$ cat config.mk
export PLATFORM = sky130hd
export DESIGN_NAME = serial_subtractor_flat
export DESIGN_NICKNAME = d
export VERILOG_FILES = /design/src/rtl/serial_subtractor_if.sv /design/src/rtl/serial_subtractor.sv /design/src/flat_wrapper.sv
export SDC_FILE = /design/constraint.sdc
export NUM_CORES = 1
export LEC_CHECK = 0
export BUFFER_PORTS_ARGS = -buffer_cell sky130_fd_sc_hd__buf_4
export CAP_MARGIN = 20
export CORE_UTILIZATION = 49
export DETAILED_ROUTE_END_ITERATION = 8
export PLACE_DENSITY = 0.73
export SETUP_SLACK_MARGIN = 0.5
export SLEW_MARGIN = 20
export SYNTH_ARGS = -nofsm -noshare
export SYNTH_HDL_FRONTEND = slang
export SYNTH_SLANG_ARGS = --single-unit
$ cat constraint.sdc
create_clock -name clk -period 1.38 [get_ports clk]
set_input_delay 0.345 -clock clk [delete_from_list [all_inputs] [get_ports clk]]
set_output_delay 0.345 -clock clk [all_outputs]
set_load 0.005 [all_outputs]
$ cat src/rtl/serial_subtractor_if.sv
// Start/busy/done handshake and operand/result bus of the bit-serial subtractor.
// The master drives the request and operands, and the slave returns the status and result.
interface serial_subtractor_if #(
    parameter int WIDTH = 8
);
    logic             start;
    logic [WIDTH-1:0] a;
    logic [WIDTH-1:0] b;
    logic             bin;
    logic             busy;
    logic             done;
    logic [WIDTH-1:0] diff;
    logic             borrow;
    logic             ovf;

    modport master (
        output start, a, b, bin,
        input  busy, done, diff, borrow, ovf
    );

    modport slave (
        input  start, a, b, bin,
        output busy, done, diff, borrow, ovf
    );
endinterface

$ cat src/rtl/serial_subtractor.sv
// Bit-serial a - b - bin, LSB first, through one full-subtractor cell with a registered borrow.
// Define SERIAL_SUBTRACTOR_OVF_EN to build the signed-overflow flag; otherwise ovf is tied low.
module serial_subtractor #(
    parameter int WIDTH = 8
) (
    input  logic                clk,
    input  logic                rst_n,
    serial_subtractor_if.slave  bus
);

    localparam int CW = (WIDTH <= 2) ? 1 : $clog2(WIDTH);

    typedef enum logic [1:0] {
        IDLE  = 2'd0,
        SHIFT = 2'd1,
        DONE  = 2'd2
    } state_t;

    state_t           state_q;
    logic [WIDTH-1:0] a_q;
    logic [WIDTH-1:0] b_q;
    logic             brw_q;
    logic [CW-1:0]    cnt_q;
    logic [WIDTH-1:0] part_q;
    logic [WIDTH-1:0] diff_q;
    logic             borrow_q;
    logic             busy_q;
    logic             done_q;

    logic             cell_diff_s;
    logic             cell_borrow_s;
    logic [WIDTH-1:0] part_d;
    logic             last_s;
    logic             accept_s;
    logic             finish_s;

    // One-bit full subtractor: returns {borrow_out, diff}.
    function automatic logic [1:0] full_sub(input logic x, input logic y, input logic bi);
        logic d;
        logic bo;
        d  = x ^ y ^ bi;
        bo = (~x & y) | (~(x ^ y) & bi);
        return {bo, d};
    endfunction

    // Cell evaluation and the next partial result, with the new diff bit entering at the MSB.
    always_comb begin
        {cell_borrow_s, cell_diff_s} = full_sub(a_q[0], b_q[0], brw_q);
        part_d   = {cell_diff_s, part_q[WIDTH-1:1]};
        last_s   = (cnt_q == CW'(WIDTH - 1));
        accept_s = 1'b0;
        finish_s = 1'b0;
        if (state_q == IDLE) begin
            accept_s = bus.start;
        end else if (state_q == SHIFT) begin
            finish_s = last_s;
        end else begin
            accept_s = 1'b0;
            finish_s = 1'b0;
        end
    end

    // Control FSM, datapath shift registers and the registered handshake/result outputs.
    always_ff @(posedge clk or negedge rst_n) begin
        if (!rst_n) begin
            state_q  <= IDLE;
            a_q      <= '0;
            b_q      <= '0;
            brw_q    <= 1'b0;
            cnt_q    <= '0;
            part_q   <= '0;
            diff_q   <= '0;
            borrow_q <= 1'b0;
            busy_q   <= 1'b0;
            done_q   <= 1'b0;
        end else begin
            case (state_q)
                IDLE: begin
                    done_q <= 1'b0;
                    if (bus.start) begin
                        a_q     <= bus.a;
                        b_q     <= bus.b;
                        brw_q   <= bus.bin;
                        cnt_q   <= '0;
                        part_q  <= '0;
                        busy_q  <= 1'b1;
                        state_q <= SHIFT;
                    end
                end
                SHIFT: begin
                    a_q    <= {1'b0, a_q[WIDTH-1:1]};
                    b_q    <= {1'b0, b_q[WIDTH-1:1]};
                    brw_q  <= cell_borrow_s;
                    part_q <= part_d;
                    cnt_q  <= cnt_q + CW'(1);
                    if (last_s) begin
                        diff_q   <= part_d;
                        borrow_q <= cell_borrow_s;
                        busy_q   <= 1'b0;
                        done_q   <= 1'b1;
                        state_q  <= DONE;
                    end
                end
                DONE: begin
                    done_q  <= 1'b0;
                    cnt_q   <= '0;
                    state_q <= IDLE;
                end
                default: begin
                    busy_q  <= 1'b0;
                    done_q  <= 1'b0;
                    cnt_q   <= '0;
                    state_q <= IDLE;
                end
            endcase
        end
    end

`ifdef SERIAL_SUBTRACTOR_OVF_EN
    logic a_sign_q;
    logic b_sign_q;
    logic ovf_q;

    // Operand signs are kept from acceptance because the shift registers lose them.
    always_ff @(posedge clk or negedge rst_n) begin
        if (!rst_n) begin
            a_sign_q <= 1'b0;
            b_sign_q <= 1'b0;
            ovf_q    <= 1'b0;
        end else if (accept_s) begin
            a_sign_q <= bus.a[WIDTH-1];
            b_sign_q <= bus.b[WIDTH-1];
        end else if (finish_s) begin
            ovf_q <= (a_sign_q != b_sign_q) && (cell_diff_s != a_sign_q);
        end
    end

    assign bus.ovf = ovf_q;
`else
    assign bus.ovf = 1'b0;
`endif

    assign bus.busy   = busy_q;
    assign bus.done   = done_q;
    assign bus.diff   = diff_q;
    assign bus.borrow = borrow_q;

endmodule

$ cat src/flat_wrapper.sv
// flat-port wrapper written by rule: the top's interface ports become plain ports
module serial_subtractor_flat 
#(
    parameter int WIDTH = 8
)
  (clk, rst_n, bus_start, bus_a, bus_b, bus_bin, bus_busy, bus_done, bus_diff, bus_borrow, bus_ovf);
  serial_subtractor_if #(.WIDTH(WIDTH)) bus_i ();
  input  logic clk;
  input  logic rst_n;
  input wire logic [$bits(bus_i.start)-1:0] bus_start;
  input wire logic [$bits(bus_i.a)-1:0] bus_a;
  input wire logic [$bits(bus_i.b)-1:0] bus_b;
  input wire logic [$bits(bus_i.bin)-1:0] bus_bin;
  output wire logic [$bits(bus_i.busy)-1:0] bus_busy;
  output wire logic [$bits(bus_i.done)-1:0] bus_done;
  output wire logic [$bits(bus_i.diff)-1:0] bus_diff;
  output wire logic [$bits(bus_i.borrow)-1:0] bus_borrow;
  output wire logic [$bits(bus_i.ovf)-1:0] bus_ovf;
  assign bus_i.start = bus_start;
  assign bus_i.a = bus_a;
  assign bus_i.b = bus_b;
  assign bus_i.bin = bus_bin;
  assign bus_busy = bus_i.busy;
  assign bus_done = bus_i.done;
  assign bus_diff = bus_i.diff;
  assign bus_borrow = bus_i.borrow;
  assign bus_ovf = bus_i.ovf;
  serial_subtractor #(.WIDTH(WIDTH)) u_core (.clk(clk), .rst_n(rst_n), .bus(bus_i));
endmodule
# Yosys cells after proc, flatten, opt, wreduce, memory -nomap -nowiden
# Index checks and enable logic that the tools add are counted.
[word_totals] reg_bits=41 input_bits=20 out_inout_bits=12
[op_classes] eq_ne=5 muxes=18 n_bitwise=8 addsub=1 reduce_logical=6
[ops] operator="case mux 8 bit (2 select lines)" count=3
[ops] operator="two-way mux 8 bit" count=3
[ops] operator="case mux 3 bit (2 select lines)" count=1
[ops] operator="AND reduction 2 bit" count=3
[ops] operator="two-way mux 1 bit" count=5
[ops] operator="two-way mux 2 bit" count=2
[ops] operator="case mux 2 bit (2 select lines)" count=1
[ops] operator="adder 3 x 1 -> 3 bit, second input constant" count=1
[ops] operator="equality test 3 bit, second input constant" count=1
[ops] operator="two-way mux 3 bit" count=1
[ops] operator="NOT 1 bit" count=3
[ops] operator="case mux 1 bit (3 select lines)" count=1
[ops] operator="AND reduction 3 bit" count=1
[ops] operator="AND 1 bit" count=2
[ops] operator="equality test 2 x 1 -> 1 bit, second input constant" count=1
[ops] operator="equality test 2 bit, second input constant" count=1
[ops] operator="logical NOT 2 bit" count=1
[ops] operator="inequality test 2 x 1 -> 1 bit, second input constant" count=1
[ops] operator="inequality test 2 bit, second input constant" count=1
[ops] operator="case mux 1 bit (2 select lines)" count=1
[ops] operator="nonzero test 2 bit" count=1
[ops] operator="bitwise XOR 1 bit" count=2
[ops] operator="bitwise OR 1 bit" count=1

# Logic depth before layout (Yosys ltp)
# Gate-level depths: netlist of the first run.
[logic_depth] ltp_word=5 depth_mapped=6 depth_no_buf=5

# Worst setup path before layout of the first run
# Ideal clock, no wire load.
[synth_timing] path_type="register to register" start="reg u_core.cnt_q[0]" end="reg u_core.diff_q[0], in the netlist u_core.bus.diff[0]" setup_time_ns=0.125 synth_period_minus_slack_ns=1.454 slack_ns=-0.074 arrival_ns=1.329 path_buffers=1 stages_incl_launch_ff=6 path_cell_list="dfrtp_1 > ha_1 > ha_1 > nand3b_4 > buf_6 > mux2_4"
[synth_via] elab_chain_len=2
[synth_rtl] element="from (decl)" line_no="serial_subtractor.sv:23" source="logic [CW-1:0] cnt_q;"
[synth_rtl] element="from (signal assigned)" line_no="serial_subtractor.sv:95" source="cnt_q <= cnt_q + CW'(1);"
[synth_rtl] element="equality test 3 bit" line_no="serial_subtractor.sv:50" source="last_s = (cnt_q == CW'(WIDTH - 1));"
[synth_rtl] element="AND reduction 2 bit (no source line)"
[synth_rtl] element="to (signal assigned)" line_no="serial_subtractor.sv:97" source="diff_q <= part_d;"
[synth_rtl] element="to (decl)" line_no="serial_subtractor.sv:25" source="logic [WIDTH-1:0] diff_q;"
# Every way passes these cells.
# A chain may end at the register's enable or synchronous reset.

# Worst setup path after layout of the first run
[layout_timing] start="reg u_core.cnt_q[0]" end="reg u_core.diff_q[5], in the netlist u_core.bus.diff[5]"
# Same word-level chain as after synthesis.

==> qor.txt, run 1 <==
WP data required - 1.63 ns
Iter 0 DRT Violations - 74
die area - 0.00382 mm2
period utilization - 99.4%
RSZ-0062 raised after global routing - yes
GRT overflow - 0
Warnings, synthesis - 0
crit path DAT - 1.62 ns
max_slew headroom - 66.5%
DR vias - 1,402
GRT Util Overall - 25.8%
core area - 0.00339 mm2
post-synthesis sequential area ratio - 57.1%
Ant. Diodes - 0
clk sinks - 40
Max-cap violations - 0
number of synthesized flops with an enable pin - 0
crit-path max FO - 5
Setup CP Type - flip-flop to flip-flop
DRT antenna net count - 0
Netlist Area Pre-Place - 0.00175 mm2
Die Span Y - 61.8 um
Synth async-reset ratio - 100%
worst slack, placed - -0.0232 ns
leading area contributor after synthesis - dfrtp_1
cells on worst reg2reg path - 4
endpoint type of the worst setup path - flip-flop
GPL Wtd Cong - 0.716
DRC - 0
cells after synthesis - 138
placed cell areas - 0.00212 mm2
R2R Path Start - u_core.cnt_q[0]
flops & latches, synth - 40
first-pass GRT wire length - 6780 um
Worst Setup SP - u_core.cnt_q[0]
Max H-tree Level - 2
final worst slack - 0.00804 ns
post-synth top area share - 57.1%
fmax - 729 MHz
P per Cell Area - 2260 mW/mm2
Mapped Avg Cell Area - 12.7 um2
Final #Nets - 228
DP Wirelength - 2380 um
Worst Skew - 0.0160 ns
first drt pass iteration count - 4
Avg WL per Cell - 18.7 um
class of the most critical hold timing path - input port to async pin
Worst setup SP type - flip-flop
Mapped Nets - 161
Vias per Instance - 5.56
Peak VDD IR - 1520 uV
final setup fails - 0
initial antenna violation count - 0
top_reg_cell synth - dfrtp_1
status - finished, violations left
# fillers - 182
Tightest Pin Transition - 0.502 ns
failing checks - negative hold slack
Starting Density - 51.7%
share of cells above drive strength 1 - 65.5%
CTS tree - built
Fin. Hold Viols - 40
FP Rows - 21
synth top area cells - dfrtp_1 57%, mux2_4 6.0%, a22o_1 4.0%
Sequential cell area - 0.00100 mm2
I/O pins - 32
fin area - 0.00272 mm2
area delta synth->final - 55.2%
Num CTS Buffers - 5
Final min period - 1.37 ns
Die W - 61.8 um
synth unique cells - 30
Clock transition at path regs - 0.13 ns
vias in the first global route - 1,393
Root Buffer - clkbuf_4
multi-input logic area - 943 um2
hold_ws - -0.0741 ns
Port Buffers - 30
Leakage Power - 0.00128 uW
clk buf depth - 2
largest net degree at the start of global routing - 41
Worst-Skew Late Latency - 0.37 ns
Pins Over Slew Limit - 0
final wirelength - 4720 um
## synth_stat cells (4+ instances only)
library cell / n
nor2_1: 14
o21ai_0: 4
a22o_1: 8
inv_1: 5
a21oi_1: 8
dfrtp_1: 40
o22ai_1: 8
mux2_4: 7
nand3b_1: 6
o221a_2: 6
buf_6: 4
## where the power goes
group | internal [uW] | switching, uW
combinational | 1960 | 1220
clock | 378 | 429
sequential | 1690 | 475
## state kept, by name (all words and copies together) (netlist names)
signal,flops
u_core.bus.diff,8
u_core.bus.done,1
u_core.part_q,7
u_core.bus.borrow,1
u_core.state_q,2
u_core.cnt_q,3
u_core.b_q,8
u_core.bus.busy,1
u_core.a_q,8
u_core.brw_q,1
## worst paths after layout
kind,end,slack (ns)
min in group clk,u_core.a_q[7],0.21
max reg2reg,u_core.bus.diff[5],0.008
max,u_core.bus.diff[5],0.008
min reg2reg,u_core.b_q[7],0.52
min,u_core.brw_q,-0.07
max in group asynchronous,u_core.state_q[0],1.07
## worst max-delay path, stage by stage, from the launching register on
cell and delay [ns]:
dfrtp_1 0.42, ha_2 0.19, ha_4 0.19, nand3b_4 0.14
mux2_4 0.31
## routing by layer
layer,part of all wire (%),vias up,global-route usage (%)
met2,52,35,45.3
li1,-,638,-
met4,1.3,0,8.25
met5,0,-,0
met1,42,722,30.6
met3,4.7,7,7.25
## layout make-up
cell class              instances  share of cell area [%]
flip-flops and latches         40                    36.9
repair buffers                 67                    22.1
multi-input cells              85                    34.7
inverters                       6                    1.20
clock buffers                   5                    1.38
well taps                      46                    2.12
clock inverters                 3                    1.56
## through the flow
step	utilization, %	hold WS (ns)	total power [uW]	cells	setup TNS, ns
floorplan	-	0.0494	3560	138	0
global placement	62.5	0.336	3990	212	0
detailed placement	62.5	0.348	4120	212	-0.0232
CTS	76.7	-0.0498	5730	243	0
global route	80.2	-0.0605	6520	252	-0.155
finish	80.2	-0.0741	6150	252	0
## cells by family (layout without fill, tap and decap cells)
logic type                 after synthesis  after routing  synth area share [%]
adders and majority gates                3              3                  2.57
DFF                                     40             40                  57.1
other                                    1              1                 0.214
muxes                                    9              9                  7.21
AOI/OAI and AO/OA                       41             42                  17.6
buffers and inverters                   16             81                  6.00
and+or+nand+nor                         28             30                  9.21
## cell usage in the layout, fill, tap and decap left out, types with 4 or more instances in the layout
cell type  Yosys  routed
buf_4          3      45
mux2_4         7       8
dfrtp_1       40      38
a21oi_2        0       6
clkbuf_4       0       5
o22ai_2        0       4
nor2_2         0       4
buf_6          4      19
o22ai_1        8       4
o221a_4        0       6
nand3b_1       6       6
nor2_4         1       8
a22o_1         8       8
## timing repair
item	4_1_cts	5_1_grt
endpoints found under the setup margin	51	51
pin swaps	20	9
setup buffers	19	9
endpoints found under the hold margin	40	40
gates resized for setup	59	13
gates cloned	4	0
No activity file was read; power rests on OpenSTA's default activity.
==> run 2, diff against run 1 <==
- REMOVE_ABC_BUFFERS: default -> 1
==> run 2 against run 1 <==
Net effect:
- the run still ends with negative hold slack left
- design area increased by 2.1%
- core utilization rose by 1.7 points
- global-route usage down 0.63 points
- critical path type unchanged
- largest cell class unchanged
- largest power group unchanged
==> qor.txt, run 2 (synthesis gave the netlist of run 1 again) <==
Die W - 61.8 um (unchanged)
slowest cell delay on critical path - 0.40 ns (was 0.42 ns)
final wirelength - 5090 um (was 4720 um)
Iter 0 DRT Violations - 107 (was 74)
CTS tree - built (unchanged)
DP Wirelength - 2310 um (was 2380 um)
crit path DAT - 1.66 ns (was 1.62 ns)
Worst-Skew Late Latency - 0.38 ns (was 0.37 ns)
largest net degree at the start of global routing - 41 (unchanged)
Leakage Power - 0.00130 uW (was 0.00128 uW)
Peak VDD IR - 1080 uV (was 1520 uV)
dpl cells - 213 (was 212)
fmax - 733 MHz (was 729 MHz)
Worst setup SP type - flip-flop (unchanged)
WP data required - 1.68 ns (was 1.63 ns)
commonest non-fill, non-tap cell in the layout - buf_4 (unchanged)
crit-path max FO - 3 (was 5)
clk buf depth - 2 (unchanged)
Ant. Diodes - 0 (unchanged)
final setup fails - 0 (unchanged)
status - finished, violations left (unchanged)
most frequent cells in the layout - 44 x buf_4, 38 x dfrtp_1, 23 x buf_6, 8 x mux2_4, 8 x a22o_1 (was 45 x buf_4, 38 x dfrtp_1, 19 x buf_6)
met1 usage - 30.7% (was 30.6%)
grt met3 use - 8.28% (was 7.25%)
DRC - 0 (unchanged)
core area - 0.00339 mm2 (unchanged)
Max-cap violations - 0 (unchanged)
Num CTS Buffers - 5 (unchanged)
PnR Total Power - 6160 uW (was 6150 uW)
crit-path cells - ha_2 > ha_4 > buf_6 > buf_6 > o21ai_4 > a22o_1 (was ha_2 > ha_4 > nand3b_4 > mux2_4)
I/O pins - 32 (unchanged)
Setup CP Type - flip-flop to flip-flop (unchanged)
Vias per Instance - 5.89 (was 5.56)
share of cells above drive strength 1 - 67.3% (was 65.5%)
Starting Density - 51.7% (unchanged)
Max H-tree Level - 2 (unchanged)
Root Buffer - clkbuf_4 (unchanged)
Final #Nets - 231 (was 228)
buffers plus inverters on the worst setup path - 2 (was 0)
FP Rows - 21 (unchanged)
RSZ-0062 raised after global routing - yes (unchanged)
Non-Filler Instances - 254 (was 252)
GRT overflow - 0 (unchanged)
met2 Use GR - 42.5% (was 45.3%)
Fin. Hold Viols - 40 (unchanged)
initial antenna violation count - 0 (unchanged)
crit-path most repeated cell - buf_6
Port Buffers - 30 (unchanged)
area delta synth->final - 58.4% (was 55.2%)
failing checks - negative hold slack (unchanged)
Crit path max-delay family - flip-flops (unchanged)
first-pass GRT wire length - 6570 um (was 6780 um)
Worst Skew - 0.0250 ns (was 0.0160 ns)
DRT antenna net count - 0 (unchanged)
GPL Wtd Cong - 0.711 (was 0.716)
GRT Util Overall - 25.2% (was 25.8%)
class of the most critical hold timing path - input port to async pin (unchanged)
endpoint type of the worst setup path - flip-flop (unchanged)
clk sinks - 40 (unchanged)
Avg WL per Cell - 20.0 um (was 18.7 um)
P per Cell Area - 2220 mW/mm2 (was 2260 mW/mm2)
Crit-path slowest cell - dfrtp_1 (unchanged)
Final min period - 1.36 ns (was 1.37 ns)
hold_ws - -0.0893 ns (was -0.0741 ns)
vias in the first global route - 1,330 (was 1,393)
period utilization - 98.8% (was 99.4%)
Pins Over Slew Limit - 0 (unchanged)
first drt pass iteration count - 4 (unchanged)
Die Span Y - 61.8 um (unchanged)
Clock transition at path regs - 0.14 ns (was 0.13 ns)
die area - 0.00382 mm2 (unchanged)
DR vias - 1,496 (was 1,402)
GR peak layer - met2 (unchanged)
-- run 2: cell count changes in the layout (fill, tap and decap cells not counted), moves of 2 or more --
| cell | before | now |
|---|---|---|
| buf_6 | 19 | 23 |
| o22ai_1 | 4 | 0 |
| nor2_4 | 8 | 5 |
| o22ai_4 | 0 | 3 |
| clkbuf_8 | 0 | 2 |
| nand2_4 | 0 | 2 |
| nor2_1 | 3 | 5 |
| o21ai_4 | 1 | 3 |
-- run 2: per-stage QoR --
step	hold slack (ns)	util (%)	setup slack, ns	area [um2]	TNS [ns]
floorplan	0.0494	-	-0.0543	1670	-0.181
global placement	0.341	59.6	-0.0530	2020	-0.164
finish	-0.0893	81.9	0.0165	2780	0
detailed placement	0.348	59.6	-0.0889	2020	-0.446
global route	-0.0315	81.9	-0.0366	2780	-0.0720
CTS	-0.0333	76.6	0.0471	2600	0
-- run 2: cell type report --
class,instances,area [um2]
Sequential cell,40,1000
Multi-Input combinational cell,86,990
Timing Repair Buffer,69,624
Fill cell,174,614
Clock buffer,7,65.1
Tap cell,46,57.6
Inverter,6,35.0
-- run 2: power breakdown --
part	internal, uW	total, uW	switching [uW]
Sequential	1690	2190	500
Combinational	2010	3280	1280
Clock	289	681	392
-- run 2: what timing repair did --
item / CTS / global route
endpoints found under the hold margin: 40 / 40
gates cloned: 4 / 0
pin swaps: 25 / 30
buffers inserted: 23 / 7
resized for setup: 71 / 30
setup endpoints to repair: 51 / 51
-- run 2: routing by layer --
metal | share of wire [%] | up-vias
li1 | - | 647
met1 | 40 | 773
met2 | 51 | 59
met3 | 5.8 | 17
met4 | 2.7 | 0
met5 | 0 | -
-- run 2: final timing paths --
kind                       cells past startpoint            start  slack (ns)            endpoint
max                                            6  u_core.cnt_q[0]        0.02     u_core.bus.busy
max reg2reg                                    6  u_core.cnt_q[0]        0.02     u_core.bus.busy
min in group clk                               3         bus_a[7]        0.23       u_core.a_q[7]
max in group asynchronous                      1            rst_n        1.08   u_core.state_q[0]
min reg2reg                                    2  u_core.cnt_q[1]        0.54     u_core.cnt_q[1]
min                                            1            rst_n       -0.09  u_core.bus.diff[4]
-- run 2: worst register-to-register path, delay by kind of cell, from the launching register on --
| kind | cells | cell delay (ns) |
|---|---|---|
| DFF | 1 | 0.40 |
| buffers and inverters | 2 | 0.24 |
| AOI/OAI and AO/OA | 2 | 0.29 |
| adders and majority gates | 2 | 0.38 |
==> run 3, diff against run 2 <==
- MAX_ROUTING_LAYER: default -> met4
==> run 3 against run 2 <==
Net effect:
- the run still ends with negative hold slack left
- clock power about the same
- hold slack improved by 0.0044 ns
- non-clock buffer count unchanged
- combinational power about the same
- die area unchanged
- register-to-register slack about the same
- design area unchanged
- first-iteration DRC count decreased by 17%
- total power about the same
- via count decreased by 1.5%
- largest cell class unchanged
==> qor.txt, run 3 (synthesis gave the netlist of run 1 again) <==
I/O pins - 32 (unchanged)
Crit-path slowest cell - dfrtp_1 (unchanged)
slowest cell delay on critical path - 0.40 ns (about the same)
CTS tree - built (unchanged)
R2R Path Start - u_core.cnt_q[0] (unchanged)
share of cells above drive strength 1 - 67.3% (unchanged)
Avg WL per Cell - 19.9 um (was 20.0 um)
commonest non-fill, non-tap cell in the layout - buf_4 (unchanged)
WP data required - 1.68 ns (about the same)
Logic pwr share - 53.3% (about the same)
switching power - 2170 uW (about the same)
core area - 0.00339 mm2 (unchanged)
final worst slack - 0.0267 ns (was 0.0165 ns)
failing checks - negative hold slack (unchanged)
Worst Setup SP - u_core.cnt_q[0] (unchanged)
crit-path cells - ha_2 > ha_4 > buf_6 > buf_6 > o21ai_4 > a22o_1 (unchanged)
Final #Nets - 231 (unchanged)
crit-path max FO - 3 (unchanged)
GRT Util Overall - 25.6% (was 25.2%)
Die Span Y - 61.8 um (unchanged)
Worst setup SP type - flip-flop (unchanged)
crit-path most repeated cell - buf_6 (unchanged)
DRC - 0 (unchanged)
endpoint type of the worst setup path - flip-flop (unchanged)
GPL Wtd Cong - 0.719 (was 0.711)
first drt pass iteration count - 4 (unchanged)
Ant. Diodes - 0 (unchanged)
Non-Filler Instances - 254 (unchanged)
Max-cap violations - 0 (unchanged)
vias in the first global route - 1,333 (was 1,330)
FP Rows - 21 (unchanged)
fmax - 739 MHz (was 733 MHz)
P per Cell Area - 2220 mW/mm2 (about the same)
DRT antenna net count - 0 (unchanged)
Num CTS Buffers - 5 (unchanged)
RSZ-0062 raised after global routing - yes (unchanged)
area delta synth->final - 58.4% (unchanged)
buffers plus inverters on the worst setup path - 2 (unchanged)
Peak VDD IR - 1080 uV (about the same)
Clock transition at path regs - 0.13 ns (was 0.14 ns)
Iter 0 DRT Violations - 89 (was 107)
first-pass GRT wire length - 6560 um (was 6570 um)
GRT overflow - 0 (unchanged)
period utilization - 98.1% (was 98.8%)
Fin Setup TNS - 0 ns (unchanged)
Final min period - 1.35 ns (was 1.36 ns)
DP Wirelength - 2310 um (unchanged)
Port Buffers - 30 (unchanged)
Starting Density - 51.7% (unchanged)
DR vias - 1,473 (was 1,496)
Root Buffer - clkbuf_4 (unchanged)
Net Sw Frac - 35.2% (about the same)
share of power burned in registers - 35.7% (was 35.6%)
Setup CP Type - flip-flop to flip-flop (unchanged)
final wirelength - 5070 um (was 5090 um)
Leakage Power - 0.00130 uW (about the same)
worst slack, placed - -0.0889 ns (unchanged)
final setup fails - 0 (unchanged)
class of the most critical hold timing path - input port to async pin (unchanged)
Clock Power Share - 11.0% (about the same)
status - finished, violations left (unchanged)
die area - 0.00382 mm2 (unchanged)
dpl cells - 213 (unchanged)
Crit path max-delay family - flip-flops (unchanged)
Worst-Skew Late Latency - 0.38 ns (about the same)
Pins Over Slew Limit - 0 (unchanged)
hold_ws - -0.0849 ns (was -0.0893 ns)
Worst Skew - 0.0242 ns (was 0.0250 ns)
most frequent cells in the layout - 44 x buf_4, 38 x dfrtp_1, 23 x buf_6, 8 x mux2_4, 8 x a22o_1 (unchanged)
Die W - 61.8 um (unchanged)
clk buf depth - 2 (unchanged)
final core occ - 81.9% (unchanged)
largest net degree at the start of global routing - 41 (unchanged)
Vias per Instance - 5.80 (was 5.89)
clk sinks - 40 (unchanged)
Pint - 3990 uW (about the same)
crit path DAT - 1.65 ns (was 1.66 ns)
Worst R2R Setup Slack - 0.03 ns (was 0.02 ns)
Max H-tree Level - 2 (unchanged)
Fin. Hold Viols - 40 (unchanged)
initial antenna violation count - 0 (unchanged)
==> run 3: cell counts in the layout (fill, tap and decap cells not counted) <==
No cell type changed its count.
==> run 3: cell type report <==
class                      instances  area, um2
sequential                        40       1000
multi-input combinational         86        990
timing repair buffer              69        624
fill                             174        614
clock buffer                       7       65.1
tap                               46       57.6
inverter                           6       35.0
==> run 3: path summary, 6_finish.rpt <==
kind / endpoint / cells after the start
max: u_core.bus.busy / 6
min: u_core.bus.diff[4] / 1
max reg2reg: u_core.bus.busy / 6
min reg2reg: u_core.part_q[1] / 1
max in group asynchronous: u_core.state_q[0] / 1
min in group clk: u_core.a_q[7] / 3
==> run 3: what timing repair did <==
item / in CTS / in global routing
setup buffers: 23 / 7
endpoints found under the setup margin: 51 / 51
pin swaps: 25 / 31
hold endpoints to repair: 40 / 40
resized for setup: 71 / 30
cloned: 4 / 0
==> run 3: metrics by stage <==
stage                     total power, uW  cell area (um2)  hold slack [ns]
after floorplan                      3140             1670           0.0494
after global placement               3720             2020            0.341
after detailed placement             3830             2020            0.348
after CTS                            5520             2600          -0.0333
after global routing                 6460             2780          -0.0403
final                                6160             2780          -0.0849
==> run 3: metal layers <==
layer  up-vias  track usage [%]  share of wire, %
met4         0             10.5               3.1
met1       755             30.5                42
met3        18             5.18               4.3
li1        644                -                 -
met2        56             42.5                50
met5         -                -                 0
==> run 3: power groups by stage <==
stage / combinational [uW] / sequential (uW) / clock (uW)
after detailed placement: 1760 / 2060 / 0
after floorplan: 1150 / 1990 / 0
after global routing: 3490 / 2250 / 727
after global placement: 1700 / 2030 / 0
final: 3290 / 2200 / 679
after CTS: 2770 / 2100 / 654
